==> config.mk <==
export PLATFORM = sky130hd
export DESIGN_NAME = uart_tx
export DESIGN_NICKNAME = d
export VERILOG_FILES = /design/src/rtl/uart_pkg.sv /design/src/rtl/uart_baud_tick.sv /design/src/rtl/uart_tx.sv
export SDC_FILE = /design/constraint.sdc
export NUM_CORES = 1
export LEC_CHECK = 0
export BUFFER_PORTS_ARGS = -buffer_cell sky130_fd_sc_hd__buf_2
export CORE_ASPECT_RATIO = 1.1
export CORE_MARGIN = 5
export CORE_UTILIZATION = 60
export DETAILED_ROUTE_END_ITERATION = 10
export HOLD_SLACK_MARGIN = 0.02
export PLACE_DENSITY = 0.79
export SLEW_MARGIN = 0
export SYNTH_ARGS = -nofsm -noshare
export SYNTH_HDL_FRONTEND = slang
export SYNTH_SLANG_ARGS = --single-unit
==> constraint.sdc <==
create_clock -name clk -period 7.2 [get_ports clk]
set_clock_uncertainty 0.2 [all_clocks]
set_input_delay 0.36 -clock clk [delete_from_list [all_inputs] [get_ports clk]]
set_output_delay 0.36 -clock clk [all_outputs]
set_load 0.02 [all_outputs]
==> src/rtl/uart_pkg.sv <==
// uart_pkg: definitions shared by the UART transmitter and receiver
package uart_pkg;

    localparam int          DATA_BITS = 8;
    localparam logic [15:0] MIN_BAUD  = 16'd4;

    typedef enum logic [1:0] {
        IDLE,
        START,
        DATA,
        STOP
    } uart_state_t;

    // Bit periods below MIN_BAUD would leave the receiver no valid half-period
    function automatic logic [15:0] clamp_period(input logic [15:0] p);
        return (p < MIN_BAUD) ? MIN_BAUD : p;
    endfunction

endpackage

==> src/rtl/uart_baud_tick.sv <==
// uart_baud_tick: bit-period counter with period load, enable and terminal-count pulse
module uart_baud_tick
    import uart_pkg::*;
(
    input  logic        clk,
    input  logic        reset,
    input  logic        load,
    input  logic        en,
    input  logic [15:0] period,
    output logic        tc
);

    logic [15:0] per;
    logic [15:0] cnt;

    assign tc = en && (cnt == per - 16'd1);

    // Latch the clamped period on load; count 0..per-1 while enabled, hold 0 otherwise
    always_ff @(posedge clk or posedge reset) begin
        if (reset) begin
            per <= MIN_BAUD;
            cnt <= '0;
        end else begin
            if (load)
                per <= clamp_period(period);
            cnt <= (load || !en || tc) ? '0 : cnt + 16'd1;
        end
    end

endmodule

==> src/rtl/uart_tx.sv <==
// uart_tx: 8N1 serial transmitter with a one-entry holding register
module uart_tx
    import uart_pkg::*;
(
    input  logic        clk,
    input  logic        reset,
    input  logic [15:0] baud_rate_control,
    input  logic [7:0]  tx_data,
    input  logic        tx_valid,
    output logic        tx_ready,
    output logic        data_line,
    output logic        tx_busy
);

    localparam logic [2:0] LAST_BIT = 3'(DATA_BITS - 1);

    uart_state_t          state;
    logic [DATA_BITS-1:0] hold_data;
    logic [DATA_BITS-1:0] shift;
    logic [2:0]           bit_idx;
    logic                 tc;
    logic                 accept;
    logic                 xfer;

    assign accept = tx_valid && tx_ready;
    // Holding register feeds the shifter when idle or when a stop bit completes
    assign xfer   = !tx_ready && (state == IDLE || (state == STOP && tc));

    uart_baud_tick u_tick (
        .clk    (clk),
        .reset  (reset),
        .load   (xfer),
        .en     (state != IDLE),
        .period (baud_rate_control),
        .tc     (tc)
    );

    // Holding register; tx_ready is its registered empty flag, refillable during a transfer
    always_ff @(posedge clk or posedge reset) begin
        if (reset) begin
            tx_ready  <= 1'b1;
            hold_data <= '0;
        end else begin
            if (accept)
                hold_data <= tx_data;
            tx_ready <= !(accept || (!tx_ready && !xfer));
        end
    end

    // Frame sequencer with registered line and busy outputs
    always_ff @(posedge clk or posedge reset) begin
        if (reset) begin
            state     <= IDLE;
            shift     <= '0;
            bit_idx   <= '0;
            data_line <= 1'b1;
            tx_busy   <= 1'b0;
        end else if (xfer) begin
            state     <= START;
            shift     <= hold_data;
            bit_idx   <= '0;
            data_line <= 1'b0;
            tx_busy   <= 1'b1;
        end else if (tc) begin
            case (state)
                START: begin
                    state     <= DATA;
                    data_line <= shift[0];
                    shift     <= shift >> 1;
                    bit_idx   <= '0;
                end
                DATA: begin
                    state     <= (bit_idx == LAST_BIT) ? STOP : DATA;
                    data_line <= (bit_idx == LAST_BIT) ? 1'b1 : shift[0];
                    shift     <= shift >> 1;
                    bit_idx   <= bit_idx + 3'd1;
                end
                STOP: begin
                    state     <= IDLE;
                    data_line <= 1'b1;
                    tx_busy   <= 1'b0;
                end
                default: state <= IDLE;
            endcase
        end
    end

endmodule

Word level (Yosys, flattened, before mapping)
Index checks and enable logic that the tools add are counted.
- reduce and logical (&&, ||, !) cells: 25
- equality and inequality tests: 5
- multiplexer cells: 19
- magnitude comparators: 1
- add/sub/neg operators: 3
- operators by type and width (kind ; count):
    $mux W16 ; 2
    $mux W8 ; 3
    $add A16 B1 Y16 const B ; 1
    $eq A16 B16 Y1 ; 1
    $lt A16 B3 Y1 const B ; 1
    $sub A16 B1 Y16 const B ; 1
    $reduce_and A2 Y1 ; 4
    $reduce_bool A2 Y1 ; 4
    $mux W1 ; 7
    $mux W3 ; 2
    $pmux W3 S2 ; 1
    $logic_and A1 B1 Y1 ; 5
    $eq A2 B2 Y1 const B ; 2
    $logic_not A1 Y1 ; 4
    $logic_or A1 B1 Y1 ; 4
    $mux W2 ; 2
    $pmux W2 S2 ; 1
    $reduce_bool A4 Y1 ; 1
    $add A3 B1 Y3 const B ; 1
    $eq A3 B3 Y1 const B ; 1
    $pmux W1 S3 ; 1
    $reduce_bool A3 Y1 ; 1
    $eq A2 B1 Y1 const B ; 1
    $logic_not A2 Y1 ; 1
    $reduce_or A2 Y1 ; 1
- output and inout port bits: 3
- register bits: 56
- input port bits: 27
- word-level logic and storage cells: 62

Longest topological paths before layout
Gate-level depths: netlist of run 1.
- depth after elaboration: 10
- mapped depth: 12
- mapped depth without buffers: 10

Modules after synthesis
Synthesis of run 1 repeated with hierarchy kept, for this count alone.
- cell total of the unflattened synthesis: 316
- area, all modules: 3173.0 sq um
- by module, submodules not included (module ; instances ; cells each ; area each (sq um) ; sequential area each (sq um)):
    uart_baud_tick ; 1 ; 222 ; 2052.0 ; 802.0
    uart_tx ; 1 ; 94 ; 1121.1 ; 603.1

Worst setup path after synthesis of run 1
Ideal clock, no wire load.
- kind: register to register
- from: reg u_tick.per[0]
- to: reg u_tick.per[12]
- setup time: 128 ps
- cell stages (with the launch flop): 11
- setup slack: 3994 ps
- clock period less this slack: 3206 ps
- buffers on the path: 2
- arrival: 2878 ps
- required time: 6872 ps
- cells stage by stage: dfrtp_1 clkbuf_1 inv_1 ha_1 nor3b_2 a31oi_1 o32ai_1 a31oi_1 o41ai_4 buf_4 mux2_1
- word-level cells in the longest chain between the ends: 6
- RTL lines (item ; RTL line ; text):
    start, declared ; uart_baud_tick.sv:13 ; logic [15:0] per;
    start signal, assigned ; uart_baud_tick.sv:25 ; per <= clamp_period(period);
    $sub A16 B1 Y16 ; uart_baud_tick.sv:16 ; assign tc = en && (cnt == per - 16'd1);
    $eq A16 B16 Y1 ; uart_baud_tick.sv:16 ;
    $logic_and A1 B1 Y1 ; uart_baud_tick.sv:16 ;
    $logic_and A1 B1 Y1 ; uart_tx.sv:27 ; assign xfer = !tx_ready && (state == IDLE || (state == STOP && tc));
    $logic_or A1 B1 Y1 ; uart_tx.sv:27 ;
    $logic_and A1 B1 Y1 ; uart_tx.sv:27 ;
Every way passes these cells.
A chain may end at the register's enable or synchronous reset.

Final worst setup path of run 1
- from: reg u_tick.per[0]
- to: reg u_tick.per[9]
The elaborated chain is that of the path after synthesis.

==> results.yml, run 1 <==
outcome:
  status: "finished, violations left"
  failed_checks: "negative hold slack"
worst_setup_path:
  cpPeakStageDelay_ns: 0.54
  crit_buf_inv: 2
  slowest_stage: "nor3b_2"
  end_kind: "flop"
  cp_top_family: "simple AND/OR/NAND/NOR gates"
  worstPathMaxFanout: 44
  required_ns: 7.21
  crit_type: "flop to flop"
  start_kind: "flop"
  r2r_slack_ns: 3.54
  path_cells: "inv_1, ha_1, nor3b_2, and3_1, o211ai_1, nor4_1, nand2_1, o41ai_4, buf_4, mux2_2"
  critPathArrivalTime_ns: 3.66
drt:
  drtPass1Iterations: 4
  dr_total_vias: 2536
  detail-route-antenna-nets: 0
  drt-wirelength-per-cell_um: 16.6
  drc: 0
  wl_mm: 7.02
  vias_per_cell: 6.00
  drt_iter0_markers: 213
placement:
  gp_congestion: 0.985
  io_buffers: 29
  placedCellCount: 415
  dp_slack_ns: 3.67
  place_hpwl_mm: 5.05
sta:
  min_period_over_period: 0.508
  setup_tns_ns: 0
  rsz0062_at_grt: "no"
  maxSlewViolCount: 0
  slew_headroom: 0.418
  worst_pin_slew_ns: 0.865
  hold_violations: 2
  period_needed_ns: 3.66
  hold_slack_ns: -0.00524
  fin_ws_ns: 3.54
  finalSetupViolCount: 0
  max_freq_ghz: 0.274
floorplanning:
  die_x_um: 79.7
  rows: 28
  core_area_um2: 5290
  boundaryPins: 30
  initial_core_util: 0.607
  die_area_um2: 6920
  die_y_um: 86.7
global_routing:
  grt_usage: 0.214
  antenna_found_initial: 0
  use_met1: 0.298
  grt_pass1_vias: 2521
  met2_usage: 0.340
  grt_use_met3: 0.0312
  grt_start_max_net_pins: 57
  overflow: 0
  grt_first_pass_wirelength_mm: 11.7
  gr-max-usage-layer: "met2"
clock_tree:
  cts_buffer_depth: 2
  root_buffer: "clkbuf_8"
  clkSinkCount: 56
  cts_resized: 0
  clkTransAtPathRegs_ns: 0.11
  postCtsHoldBufs: 0
  clk_latency_ns: 0.32
  cts_tree: "built"
  htreeDepth: 2
  cts_buffers: 5
  post_cts_buffers: 0
synth:
  async_reset_ff_frac: 1.00
  synth_top_area_share: 0.413
  synth_xor_area_frac: 0.0900
  syn-cell-area_um2: 3210
  synth-simple-area-share: 0.200
  yosys_warnings: 0
  synth_edf_count: 0
  syn-num-nets: 360
  synthMuxAreaShare: 0.0947
  synthAdderAreaFrac: 0.0312
  syn_area_per_cell_um2: 9.88
  synth_top_family_by_area: "simple AND/OR/NAND/NOR gates"
  synthFlopType: "dfrtp_1"
  syn_inst: 325
  synth-compound-area-share: 0.108
  ys_ff_latch: 56
  seq_area_frac_synth: 0.438
  yosys-top-cells-area: "dfrtp_1, xor2_1, mux2_2"
  synth_cell_type_count: 52
  yosysTopAreaCell: "dfrtp_1"
layout:
  final_nets: 382
  drive_gt1_frac: 0.190
  diodes: 0
  fin_util: 0.658
  area_delta_synth_final_pct: 8.50
  layout.cells.non_filler: 423
power:
  p_leak_nw: 1.49
  ir_drop_mv: 0.237
  power.density_nw_per_um2: 356
worst_hold_path:
  hold_class: "input port to asynchronous set/reset pin"
run:
  cap_violations: 0
stage by stage:
stage                     area (µm²)  hold WS [ns]  power (mW)
final                           3480      -0.00524        1.24
after global routing            3480        0.0652        1.32
after CTS                       3480        0.0421        1.23
after detailed placement        3390         0.268        1.04
after global placement          3390         0.260        1.02
after floorplan                 3210         0.244       0.931
routing by layer:
layer / share of wire / vias to the layer above
li1: - / 1195
met1: 0.45 / 1216
met2: 0.47 / 105
met3: 0.059 / 20
met4: 0.021 / 0
met5: 0 / -
synthesized netlist by cell type (2+ instances only):
cell type / n
mux2i_1: 9
nand2b_1: 6
a21o_1: 2
mux2_2: 12
dfstp_2: 3
clkbuf_1: 9
nand4_1: 5
o211ai_1: 2
buf_2: 5
or4_4: 2
xor2_1: 18
a21boi_0: 2
a31oi_1: 5
o32ai_1: 3
xnor2_1: 15
or3_1: 2
nand3b_1: 2
ha_1: 8
a21oi_1: 6
o21ai_1: 4
o2111ai_1: 2
nand2_1: 27
nor3_1: 11
nor2_1: 32
o21ai_0: 10
and3_1: 6
dfrtp_1: 53
nor4_1: 9
mux2_1: 7
inv_1: 12
nand3_1: 14
a32oi_1: 2
tightest hold or removal path: cells and delay by family:
family | cells | cell delay [ns]
buffers and inverters | 3 | 0.66
path summary, 6_finish.rpt:
path,startpoint,end,cells past startpoint
worst max register to register,u_tick.per[0],u_tick.per[9],10
max in group asynchronous,reset,u_tick.per[10],3
worst min register to register,hold_data[3],shift[3],2
min in group clk,tx_data[4],hold_data[4],2
worst min-delay path,reset,u_tick.cnt[2],3
worst max-delay path,u_tick.per[0],u_tick.per[9],10
power breakdown:
| part | leakage [nW] | switching (mW) | internal [mW] | total, mW |
|---|---|---|---|---|
| combinational | 0.753 | 0.269 | 0.220 | 0.489 |
| clock | 0.0463 | 0.112 | 0.0717 | 0.184 |
| sequential | 0.695 | 0.140 | 0.427 | 0.567 |
| total | 1.49 | 0.521 | 0.718 | 1.24 |
registers in the layout, summed over array words and instances, names as in the netlist:
signal / cells
u_tick.cnt: 16
shift: 8
tx_ready: 1
bit_idx: 3
u_tick.per: 16
state: 2
hold_data: 8
data_line: 1
tx_busy: 1
cell type report:
class / count / area [µm²]
clock buffer: 5 / 68.8
clock inverter: 3 / 27.5
fill: 437 / 1810
inverter: 12 / 45.0
multi-input combinational: 241 / 1680
sequential: 56 / 1410
tap: 75 / 93.8
timing repair buffer: 31 / 160
layout by cell type (no fill, tap or decap), types with 7 or more instances in the layout:
cell type   n
mux2i_1     9
nand2_1    27
nand3_1    14
nor4_1      9
ha_1        8
dfrtp_1    53
buf_2      29
inv_1      11
nor3_1     11
o21ai_0    10
xor2_1     18
mux2_2     12
nor2_1     32
mux2_1      7
xnor2_1    15
logic make-up (layout without fill, tap and decap cells):
logic type / after synthesis / in the layout
and+or+nand+nor: 125 / 125
xor gates and xnor gates: 33 / 33
buffers and inverters: 28 / 51
muxes: 28 / 28
adders and majority gates: 8 / 8
DFF: 56 / 56
AOI/OAI and AO/OA: 47 / 47
Power figures use the tool's default switching activity.
==> run 2, diff against run 1 <==
--- a/config.mk
+++ b/config.mk
@@ -8,10 +8,10 @@
 export BUFFER_PORTS_ARGS = -buffer_cell sky130_fd_sc_hd__buf_2
 export CORE_ASPECT_RATIO = 1.1
 export CORE_MARGIN = 5
-export CORE_UTILIZATION = 60
+export CORE_UTILIZATION = 59
 export DETAILED_ROUTE_END_ITERATION = 10
 export HOLD_SLACK_MARGIN = 0.02
-export PLACE_DENSITY = 0.79
+export PLACE_DENSITY = 0.78
 export SLEW_MARGIN = 0
 export SYNTH_ARGS = -nofsm -noshare
 export SYNTH_HDL_FRONTEND = slang
==> constraint.sdc (replaced) <==
create_clock -name clk -period 3.6 [get_ports clk]
set_clock_uncertainty 0.2 [all_clocks]
set_input_delay 0.18 -clock clk [delete_from_list [all_inputs] [get_ports clk]]
set_output_delay 0.18 -clock clk [all_outputs]
set_load 0.02 [all_outputs]
==> run 2 against run 1 <==
  * Die area grew 1.5%
  * Combinational power grew 110%
  * The flow now finishes without violations
  * Largest cell class unchanged
  * Flip-flop and latch count did not move
==> results.yml, run 2 (synthesized netlist as in run 1, its figures left out) <==
placement:
  place_hpwl_mm: 5.11
  placed_cell_area_um2: 3430
  placedCellCount: 421
  io_buffers: 29
  gp_congestion: 0.974
power:
  ir_drop_mv: 0.381
  p_total_mw: 2.59
  power.density_nw_per_um2: 679
  p_leak_nw: 1.65
global_routing:
  grt_pass1_vias: 2521
  grt_first_pass_wirelength_mm: 12.3
  overflow: 0
  grt_start_max_net_pins: 36
  antenna_found_initial: 0
  grt_usage: 0.224
layout:
  drive_gt1_frac: 0.192
  mostFrequentLayoutCells: "dfrtp_1, nor2_1, buf_2"
  area_delta_synth_final_pct: 18.9
  diodes: 0
  fin_area_um2: 3820
  layout.cells.non_filler: 455
  layout_commonest_cell: "dfrtp_1"
  fin_util: 0.717
  largestRegisters: "u_tick.cnt: 16 flops, u_tick.per: 16 flops"
  final_nets: 414
  fillCellCount: 410
sta:
  worst_pin_slew_ns: 0.477
  rsz0062_at_grt: "no"
  maxSlewViolCount: 0
  setup_tns_ns: 0
  min_period_over_period: 0.918
  max_freq_ghz: 0.303
  hold_violations: 0
  period_needed_ns: 3.30
  finalSetupViolCount: 0
  slew_headroom: 0.679
worst_hold_path:
  whs_endpoint: "tx_ready"
  whs_path_depth: 3
  hold_class: "input port to flop"
  hp-start: "tx_valid"
clock_tree:
  cts_buffer_depth: 2
  htreeDepth: 2
  clkSinkCount: 56
  cts_buffers: 5
  post_cts_buffers: 0
  clk_latency_ns: 0.31
  root_buffer: "clkbuf_8"
  clkTransAtPathRegs_ns: 0.10
  cts_tree: "built"
drt:
  drt-wirelength-per-cell_um: 15.7
  drc: 0
  drtPass1Iterations: 4
  dr_total_vias: 2622
  drt_iter0_markers: 191
  wl_mm: 7.14
  detail-route-antenna-nets: 0
  vias_per_cell: 5.76
worst_setup_path:
  worstPathMaxFanout: 29
  required_ns: 3.61
  start_kind: "flop"
  regToRegEndpoint: "u_tick.per[7]"
  reg2reg_depth: 10
  crit_type: "flop to flop"
  r2r_slack_ns: 0.30
  critPathArrivalTime_ns: 3.31
  end_kind: "flop"
  r2r-start: "u_tick.per[0]"
  startpoint: "u_tick.per[0]"
floorplanning:
  initial_core_util: 0.603
  die_area_um2: 7020
  boundaryPins: 30
  core_area_um2: 5330
  die_y_um: 87.4
  rows: 28
  die_x_um: 80.3
outcome:
  status: "completed"
run:
  cap_violations: 0
[run 2: worst max-delay path by stage]
stage                     cells after the start             end  slack [ns]
after global routing                         10   u_tick.per[7]        0.02
final                                        10   u_tick.per[7]        0.30
after CTS                                    10   u_tick.per[7]        0.14
after detailed placement                     10   u_tick.per[7]        0.17
after global placement                       10   u_tick.per[7]        0.31
after floorplan                              10  u_tick.per[12]        0.39
[run 2: power breakdown]
| part | internal (mW) | switching (mW) | leakage (nW) |
|---|---|---|---|
| clock | 0.211 | 0.206 | 0.0558 |
| combinational | 0.496 | 0.556 | 0.897 |
| sequential | 0.854 | 0.272 | 0.695 |
[run 2: routing by layer]
layer	vias to the layer above	share of wire	track usage
met5	-	0	0
met4	0	0.0092	0.0538
met3	8	0.060	0.0362
met2	88	0.48	0.364
met1	1259	0.45	0.314
li1	1267	-	-
[run 2: what timing repair did]
action	CTS	global route
resized for setup	0	2
setup endpoints to repair	0	23
hold buffers	25	0
endpoints found under the hold margin	45	0
[run 2: metrics by stage]
stage | hold WS, ns | setup WS [ns]
floorplan | 0.0784 | 0.394
global placement | 0.0130 | 0.308
detailed placement | 0.0189 | 0.169
CTS | 0.188 | 0.142
global route | 0.241 | 0.0168
finish | 0.182 | 0.296
[run 2: area by class of cell]
| cell class | instances | area (µm²) | share of cell area |
|---|---|---|---|
| Sequential cell | 56 | 1410 | 0.368 |
| Multi-Input combinational cell | 242 | 1710 | 0.447 |
| Timing Repair Buffer | 62 | 455 | 0.119 |
| Clock inverter | 2 | 38.8 | 0.0102 |
| Inverter | 12 | 45.0 | 0.0118 |
| Clock buffer | 6 | 72.6 | 0.0190 |
| Tap cell | 75 | 93.8 | 0.0246 |
[run 2: worst max-delay path, stage by stage, from the launching register on]
cell and delay [ns]:
dfrtp_1 0.47, inv_1 0.10, ha_1 0.31, nor3b_2 0.23, o211ai_1 0.18, nor3_1 0.07
nor4_1 0.38, nor2_1 0.17, o41ai_4 0.38, buf_4 0.34, mux2_2 0.37
